<file path="src/rtl/sram_mem_ctrl.sv">
// sram_mem_ctrl: bridges the MEM-stage data port to a 32-bit asynchronous SRAM.
// Optional feature macro: SRAM_LAST_WORD_BUF_EN (one-word load-hit buffer).
`default_nettype none

`ifndef MEM_NOP
`define MEM_NOP 4'd0
`define MEM_LB  4'd1
`define MEM_LBU 4'd2
`define MEM_LH  4'd3
`define MEM_LHU 4'd4
`define MEM_LW  4'd5
`define MEM_SB  4'd6
`define MEM_SH  4'd7
`define MEM_SW  4'd8
`endif

module sram_mem_ctrl #(
  parameter int WAIT_CYCLES = 1
) (
  input  logic        clk,
  input  logic        rst,
  input  logic [3:0]  ramOp_i,
  input  logic [31:0] ramAddr_i,
  input  logic [31:0] storeData_i,
  output logic [31:0] load_data_o,
  output logic        stall_o,
  output logic [19:0] sram_addr_o,
  input  logic [31:0] sram_data_i,
  output logic [31:0] sram_data_o,
  output logic        sram_data_oe_o,
  output logic [3:0]  sram_be_n_o,
  output logic        sram_ce_n_o,
  output logic        sram_oe_n_o,
  output logic        sram_we_n_o
);

  typedef enum logic [2:0] {
    S_IDLE   = 3'd0,
    S_READ   = 3'd1,
    S_WSETUP = 3'd2,
    S_WPULSE = 3'd3,
    S_WHOLD  = 3'd4,
    S_DONE   = 3'd5
  } state_e;

  localparam logic [3:0] LAST_WAIT = 4'(WAIT_CYCLES - 1);

  state_e      state_q, state_d;
  logic [3:0]  cnt_q, cnt_d;
  logic [3:0]  op_q, op_d;
  logic [1:0]  lo_q, lo_d;
  logic [31:0] load_data_q, load_data_d;
  logic [19:0] addr_q, addr_d;
  logic [31:0] wdata_q, wdata_d;
  logic [3:0]  be_n_q, be_n_d;
  logic        ce_n_q, ce_n_d;
  logic        oe_n_q, oe_n_d;
  logic        we_n_q, we_n_d;
  logic        data_oe_q, data_oe_d;

  logic        in_load, in_store, accept, hit, active_d, load_done;
  logic [3:0]  be_new, src_op;
  logic [1:0]  src_lo;
  logic [31:0] wdata_new, src_word;
  logic        unused_addr_hi;

  assign unused_addr_hi = ^ramAddr_i[31:22];

  function automatic logic is_load(input logic [3:0] op);
    return (op == `MEM_LB) || (op == `MEM_LBU) || (op == `MEM_LH) ||
           (op == `MEM_LHU) || (op == `MEM_LW);
  endfunction

  function automatic logic is_store(input logic [3:0] op);
    return (op == `MEM_SB) || (op == `MEM_SH) || (op == `MEM_SW);
  endfunction

  function automatic logic [31:0] extract(input logic [3:0] op, input logic [1:0] lo,
                                          input logic [31:0] w);
    logic [7:0]  b;
    logic [15:0] h;
    case (lo)
      2'd0:    b = w[7:0];
      2'd1:    b = w[15:8];
      2'd2:    b = w[23:16];
      default: b = w[31:24];
    endcase
    h = lo[1] ? w[31:16] : w[15:0];
    case (op)
      `MEM_LB:  extract = {{24{b[7]}}, b};
      `MEM_LBU: extract = {24'h0, b};
      `MEM_LH:  extract = {{16{h[15]}}, h};
      `MEM_LHU: extract = {16'h0, h};
      default:  extract = w;
    endcase
  endfunction

  assign in_load  = is_load(ramOp_i);
  assign in_store = is_store(ramOp_i);
  assign accept   = (state_q == S_IDLE) && (in_load || in_store);

  // Lane placement: narrow stores are replicated so the byte enables alone pick the lane.
  always_comb begin
    wdata_new = storeData_i;
    be_new    = 4'b0000;
    case (ramOp_i)
      `MEM_SB: begin
        wdata_new = {4{storeData_i[7:0]}};
        be_new    = ~(4'b0001 << ramAddr_i[1:0]);
      end
      `MEM_SH: begin
        wdata_new = {2{storeData_i[15:0]}};
        be_new    = ramAddr_i[1] ? 4'b0011 : 4'b1100;
      end
      default: ;
    endcase
  end

`ifdef SRAM_LAST_WORD_BUF_EN
  logic        buf_valid_q, buf_valid_d;
  logic [19:0] buf_addr_q, buf_addr_d;
  logic [31:0] buf_word_q, buf_word_d;

  assign hit      = buf_valid_q && (buf_addr_q == ramAddr_i[21:2]);
  assign src_word = (state_q == S_IDLE) ? buf_word_q : sram_data_i;

  always_comb begin
    buf_valid_d = buf_valid_q;
    buf_addr_d  = buf_addr_q;
    buf_word_d  = buf_word_q;
    if (accept && in_store) begin
      buf_valid_d = 1'b0;
    end else if (load_done) begin
      buf_valid_d = 1'b1;
      buf_addr_d  = (state_q == S_IDLE) ? ramAddr_i[21:2] : addr_q;
      buf_word_d  = src_word;
    end
  end

  always_ff @(posedge clk) begin
    if (rst) begin
      buf_valid_q <= 1'b0;
      buf_addr_q  <= '0;
      buf_word_q  <= '0;
    end else begin
      buf_valid_q <= buf_valid_d;
      buf_addr_q  <= buf_addr_d;
      buf_word_q  <= buf_word_d;
    end
  end
`else
  assign hit      = 1'b0;
  assign src_word = sram_data_i;
`endif

  always_comb begin
    state_d = state_q;
    cnt_d   = '0;
    stall_o = 1'b0;
    case (state_q)
      S_IDLE: begin
        stall_o = in_load || in_store;
        if (in_load) begin
          state_d = hit ? S_DONE : S_READ;
        end else if (in_store) begin
          state_d = S_WSETUP;
        end
      end
      S_READ: begin
        stall_o = 1'b1;
        if (cnt_q == LAST_WAIT) state_d = S_DONE;
        else                    cnt_d   = cnt_q + 4'd1;
      end
      S_WSETUP: begin
        stall_o = 1'b1;
        state_d = S_WPULSE;
      end
      S_WPULSE: begin
        stall_o = 1'b1;
        if (cnt_q == LAST_WAIT) state_d = S_WHOLD;
        else                    cnt_d   = cnt_q + 4'd1;
      end
      S_WHOLD: begin
        stall_o = 1'b1;
        state_d = S_DONE;
      end
      S_DONE:  state_d = S_IDLE;
      default: state_d = S_IDLE;
    endcase
    if (rst) stall_o = 1'b0;
  end

  // SRAM pins are registered from the next state so they line up with the state they belong to.
  always_comb begin
    active_d  = (state_d == S_READ) || (state_d == S_WSETUP) ||
                (state_d == S_WPULSE) || (state_d == S_WHOLD);
    op_d      = accept ? ramOp_i : op_q;
    lo_d      = accept ? ramAddr_i[1:0] : lo_q;
    addr_d    = accept ? ramAddr_i[21:2] : addr_q;
    wdata_d   = (accept && in_store) ? wdata_new : wdata_q;
    be_n_d    = !active_d ? 4'b1111 : (accept ? be_new : be_n_q);
    ce_n_d    = !active_d;
    oe_n_d    = (state_d != S_READ);
    we_n_d    = (state_d != S_WPULSE);
    data_oe_d = active_d && (state_d != S_READ);
    load_done = (state_d == S_DONE) && ((state_q == S_READ) || (state_q == S_IDLE));
    src_op    = (state_q == S_IDLE) ? ramOp_i : op_q;
    src_lo    = (state_q == S_IDLE) ? ramAddr_i[1:0] : lo_q;
    load_data_d = load_done ? extract(src_op, src_lo, src_word) : load_data_q;
  end

  always_ff @(posedge clk) begin
    if (rst) begin
      state_q     <= S_IDLE;
      cnt_q       <= '0;
      op_q        <= `MEM_NOP;
      lo_q        <= '0;
      load_data_q <= '0;
      addr_q      <= '0;
      wdata_q     <= '0;
      be_n_q      <= 4'b1111;
      ce_n_q      <= 1'b1;
      oe_n_q      <= 1'b1;
      we_n_q      <= 1'b1;
      data_oe_q   <= 1'b0;
    end else begin
      state_q     <= state_d;
      cnt_q       <= cnt_d;
      op_q        <= op_d;
      lo_q        <= lo_d;
      load_data_q <= load_data_d;
      addr_q      <= addr_d;
      wdata_q     <= wdata_d;
      be_n_q      <= be_n_d;
      ce_n_q      <= ce_n_d;
      oe_n_q      <= oe_n_d;
      we_n_q      <= we_n_d;
      data_oe_q   <= data_oe_d;
    end
  end

  assign load_data_o    = load_data_q;
  assign sram_addr_o    = addr_q;
  assign sram_data_o    = wdata_q;
  assign sram_data_oe_o = data_oe_q;
  assign sram_be_n_o    = be_n_q;
  assign sram_ce_n_o    = ce_n_q;
  assign sram_oe_n_o    = oe_n_q;
  assign sram_we_n_o    = we_n_q;

endmodule

`default_nettype wire

</file>
<file path="config.mk">
export PLATFORM = sky130hd
export DESIGN_NAME = sram_mem_ctrl
export DESIGN_NICKNAME = d
export VERILOG_FILES = /design/src/rtl/sram_mem_ctrl.sv
export SDC_FILE = /design/constraint.sdc
export NUM_CORES = 1
export LEC_CHECK = 0
export ABC_AREA = 1
export BUFFER_PORTS_ARGS = -buffer_cell sky130_fd_sc_hd__buf_2
export CORE_ASPECT_RATIO = 1.4
export CORE_MARGIN = 4
export CORE_UTILIZATION = 50
export DETAILED_ROUTE_END_ITERATION = 8
export GPL_ROUTABILITY_DRIVEN = 1
export PLACE_DENSITY = 0.81
export SYNTH_ARGS = -nofsm -noshare
export SYNTH_HDL_FRONTEND = slang
export SYNTH_SLANG_ARGS = --single-unit
</file>
<file path="constraint.sdc">
create_clock -name clk -period 3.08 [get_ports clk]
set_input_delay 0.616 -clock clk [delete_from_list [all_inputs] [get_ports clk]]
set_output_delay 0.616 -clock clk [all_outputs]
set_load 0.03 [all_outputs]
</file>
==> results.py <==
metrics = {
    "sta": {
        "post_route_worst_hold_slack_ns": 0.4596,
        "fmaxAchievable_mhz": 394.5,
        "grt_setup_unrepaired": "no",
        "finalClockSkew_ns": 0.009087,
        "worstMarginPinSlew_ns": 0.5415,
        "tns_ns": 0,
        "finalSetupViolCount": 0,
        "post-route-period-util": 0.8229,
        "maxSlewHeadroom": 0.6385,
        "hold_violation_count_in_the_final_report": 0,
        "period_needed_ns": 2.535,
        "maxSlewViolCount": 0,
    },
    "cells_and_area": {
        "filler_cell_count": 1005,
        "final_common_cell": "sky130_fd_sc_hd__buf_2",
        "layout.area.seq_sq_mm": 0.002102,
        "net_count_final": 1046,
        "layout-drive-gt1-share": 0.2777,
        "finalInstanceArea_sq_mm": 0.006534,
        "multiInputGateArea_sq_mm": 0.002743,
        "antenna_cells_inserted": 0,
        "layout.cells.most_common_list": "sky130_fd_sc_hd__buf_2 (184), sky130_fd_sc_hd__nand2_1 (180), sky130_fd_sc_hd__nor2_1 (108), sky130_fd_sc_hd__dfxtp_1 (105), sky130_fd_sc_hd__o21ai_0 (89)",
        "areaGrowthSynthToFinish_pct": 23.98,
    },
    "clocking": {
        "number_of_levels_in_the_clock_h_tree": 3,
        "cts_max_path_buffers": 2,
        "postCtsHoldBufs": 0,
        "number_of_buffers_created_by_cts": 9,
        "root_driver": "sky130_fd_sc_hd__clkbuf_16",
        "clock-sinks": 105,
        "worstSkewPairLatency_ns": 0.34,
        "clk_pin_slew_worst_paths_ns": 0.07,
        "resized_after_cts": 0,
        "cts_tree": "done",
        "cts_post_setup_buffers_inserted": 0,
    },
    "power_and_ir_drop": {
        "total_chip_power_mw": 6.270,
        "power-per-cell-area_mw_per_mm2": 959.6,
        "ir_worst_vdd_mv": 0.4823,
        "leakage_nw": 3.258,
    },
    "global_route": {
        "grt_max_degree": 58,
        "global_route.overflow_total": 0,
        "wire_length_of_the_first_global_routing_pass_microns": 23460,
        "first_global_vias": 4982,
        "antenna_found_initial": 0,
        "globalRouteTotalUtil": 0.2381,
    },
    "yosys": {
        "summed_instance_area_of_the_synthesized_netlist_sq_mm": 0.005270,
        "synth_top_cell_area_share": 0.3989,
        "post_synth_num_cell_types": 35,
        "synthesis.area_per_instance_sq_um": 6.765,
        "syn-num-nets": 883,
        "synthesis.yosys.warnings": 0,
        "synth.ff_latch_count": 105,
        "synthCells": 779,
        "ranking_of_synthesized_cells_by_area": "sky130_fd_sc_hd__dfxtp_1 (40%), sky130_fd_sc_hd__nand2_1 (13%), sky130_fd_sc_hd__o21ai_0 (8.5%), sky130_fd_sc_hd__nor2_1 (7.8%), sky130_fd_sc_hd__nand3_1 (5.3%)",
        "synth-seq-area-share": 0.3989,
        "synth.largest_area_cell": "sky130_fd_sc_hd__dfxtp_1",
    },
    "floorplan": {
        "fp.dieH_microns": 129.5,
        "io_pins": 195,
        "die_width_microns": 94.77,
        "fp.dieArea_sq_mm": 0.01227,
        "fp.coreArea_sq_mm": 0.01035,
        "row_count": 44,
        "initial_core_utilization": 0.5092,
    },
    "setup_path": {
        "crit_chain": "buf_2 > nand2_2 > nor2_4 > a31oi_1 > a21oi_4 > inv_2 > a31oi_1 > buf_2",
        "r2r_start": "state_q[1]",
        "end_kind": "output port",
        "required_ns": 2.46,
        "reg2reg_slack_ns": 0.79,
        "critical-path-max-stage-delay_ns": 0.25,
        "crit_type": "input port to output port",
        "worst_r2r_path_depth": 12,
        "critPathArrivalTime_ns": 1.92,
        "reg2reg_to": "load_data_o[23]",
        "crit_path_start_kind": "input port",
        "cp.buffers_inverters": 3,
        "crit_fanout": 10,
        "path_delay_family": "compound AO/OA/AOI/OAI gates",
        "cpMaxStageDelayCell": "sky130_fd_sc_hd__nor2_4",
    },
    "route": {
        "finalWirelength_microns": 14770,
        "routed-via-count": 5627,
        "ant_nets": 0,
        "route.detailed.wl_per_inst_microns": 13.62,
        "vias_per_cell": 5.186,
        "dr.first_iter.drc_count": 256,
        "remaining_drc_errors": 0,
        "drt-pass1-iter-count": 8,
    },
    "worst_hold_path": {
        "worstHoldPathCells": 2,
        "min-delay-start": "op_q[2]",
        "timing.hold.worst.class": "flip-flop to flip-flop",
        "timing.hold.worst_endpoint": "op_q[2]",
    },
    "placed_design": {
        "globalplace.congestion": 0.9135,
        "placement.io_buffers": 184,
        "placement.cell_area_sq_mm": 0.006222,
        "dp.final_hpwl_microns": 10760,
    },
    "run": {
        "maxCapViolations": 0,
    },
    "outcome": {
        "run_status": "complete, no violations",
    },
}
==> tightest hold or removal path, delay by kind of cell (launching register included) <==
family                 cells  cell delay (ns)
flip-flops                 1             0.30
buffers and inverters      1             0.06
AO/OA/AOI/OAI              1             0.05
==> power breakdown <==
part           internal [mW]  switching, mW
Combinational          0.914           2.34
Sequential              1.69          0.142
Clock                  0.661          0.525
==> worst max-delay path by stage <==
| stage | startpoint | endpoint | slack (ns) | cells past startpoint |
|---|---|---|---|---|
| floorplan | ramOp_i[2] | stall_o | 0.49 | 8 |
| global placement | ramOp_i[1] | stall_o | 0.60 | 8 |
| detailed placement | ramOp_i[1] | stall_o | 0.56 | 8 |
| CTS | ramOp_i[1] | stall_o | 0.55 | 8 |
| global route | ramOp_i[1] | stall_o | 0.39 | 8 |
| finish | ramOp_i[1] | stall_o | 0.55 | 8 |
==> layer usage <==
| layer | vias up | track usage | routed length [microns] |
|---|---|---|---|
| li1 | 2857 | - | - |
| met1 | 2497 | 0.2877 | 5826 |
| met2 | 231 | 0.3970 | 7311 |
| met3 | 42 | 0.04588 | 1051 |
| met4 | 0 | 0.1266 | 585 |
| met5 | - | 0 | 0 |
==> cell families after synthesis <==
kind of cell    count (synthesis)  synth area share
simple gates                  398            0.3333
flops                         105            0.3989
buf+inv                       100           0.08357
xor+xnor                        1          0.001662
fa+ha+maj                       2          0.004748
compound gates                173            0.1778
==> cell usage after synthesis <==
cell                          n
sky130_fd_sc_hd__nand3_1     56
sky130_fd_sc_hd__o21ai_2      1
sky130_fd_sc_hd__clkbuf_1    20
sky130_fd_sc_hd__nor3_2       1
sky130_fd_sc_hd__o21ai_1     12
sky130_fd_sc_hd__buf_4        2
sky130_fd_sc_hd__or2_2        1
sky130_fd_sc_hd__nor2_1     110
sky130_fd_sc_hd__o211ai_1     1
sky130_fd_sc_hd__inv_4        1
sky130_fd_sc_hd__inv_2        5
sky130_fd_sc_hd__buf_6        3
sky130_fd_sc_hd__o2111ai_1    1
sky130_fd_sc_hd__o21ai_4      2
sky130_fd_sc_hd__a31oi_1     12
sky130_fd_sc_hd__xnor2_1      1
sky130_fd_sc_hd__nor2_4       6
sky130_fd_sc_hd__ha_1         2
sky130_fd_sc_hd__a211oi_1     1
sky130_fd_sc_hd__o21a_1       1
sky130_fd_sc_hd__inv_1       54
sky130_fd_sc_hd__a21oi_2      2
sky130_fd_sc_hd__nand2_4      6
sky130_fd_sc_hd__o21ai_0     89
sky130_fd_sc_hd__buf_12       1
sky130_fd_sc_hd__nand2_1    180
sky130_fd_sc_hd__a21oi_1     50
sky130_fd_sc_hd__nor3_1       1
sky130_fd_sc_hd__dfxtp_1    105
sky130_fd_sc_hd__nand2_2      6
sky130_fd_sc_hd__buf_2       13
sky130_fd_sc_hd__nor2_2      21
sky130_fd_sc_hd__nand4_1     10
sky130_fd_sc_hd__a21oi_4      1
sky130_fd_sc_hd__clkinv_1     1
==> state kept, by name, indices dropped and copies added (netlist names) <==
register        flops
load_data_o        32
lo_q                2
sram_be_n_o         4
cnt_q               4
sram_data_o        32
sram_oe_n_o         1
sram_ce_n_o         1
sram_data_oe_o      1
op_q                4
sram_we_n_o         1
state_q             3
sram_addr_o        20
==> through the flow <==
| step | std cells | setup WS, ns | utilization |
|---|---|---|---|
| 6_report | 1085 | 0.5454 | 0.6313 |
| 3_3_place_gp | 1069 | 0.6016 | 0.6012 |
| 4_1_cts | 1085 | 0.5525 | 0.6313 |
| 3_5_place_dp | 1069 | 0.5618 | 0.6012 |
| 2_1_floorplan | 779 | 0.4906 | - |
| 5_1_grt | 1085 | 0.3932 | 0.6313 |
==> final cells by class <==
cell class / count / share of cell area
sequential: 105 / 0.3217
clock inverter: 6 / 0.01111
tap: 138 / 0.02643
timing repair buffer: 191 / 0.1490
multi-input combinational: 574 / 0.4198
clock buffer: 10 / 0.03658
inverter: 61 / 0.03543
Power figures use the tool's default switching activity.
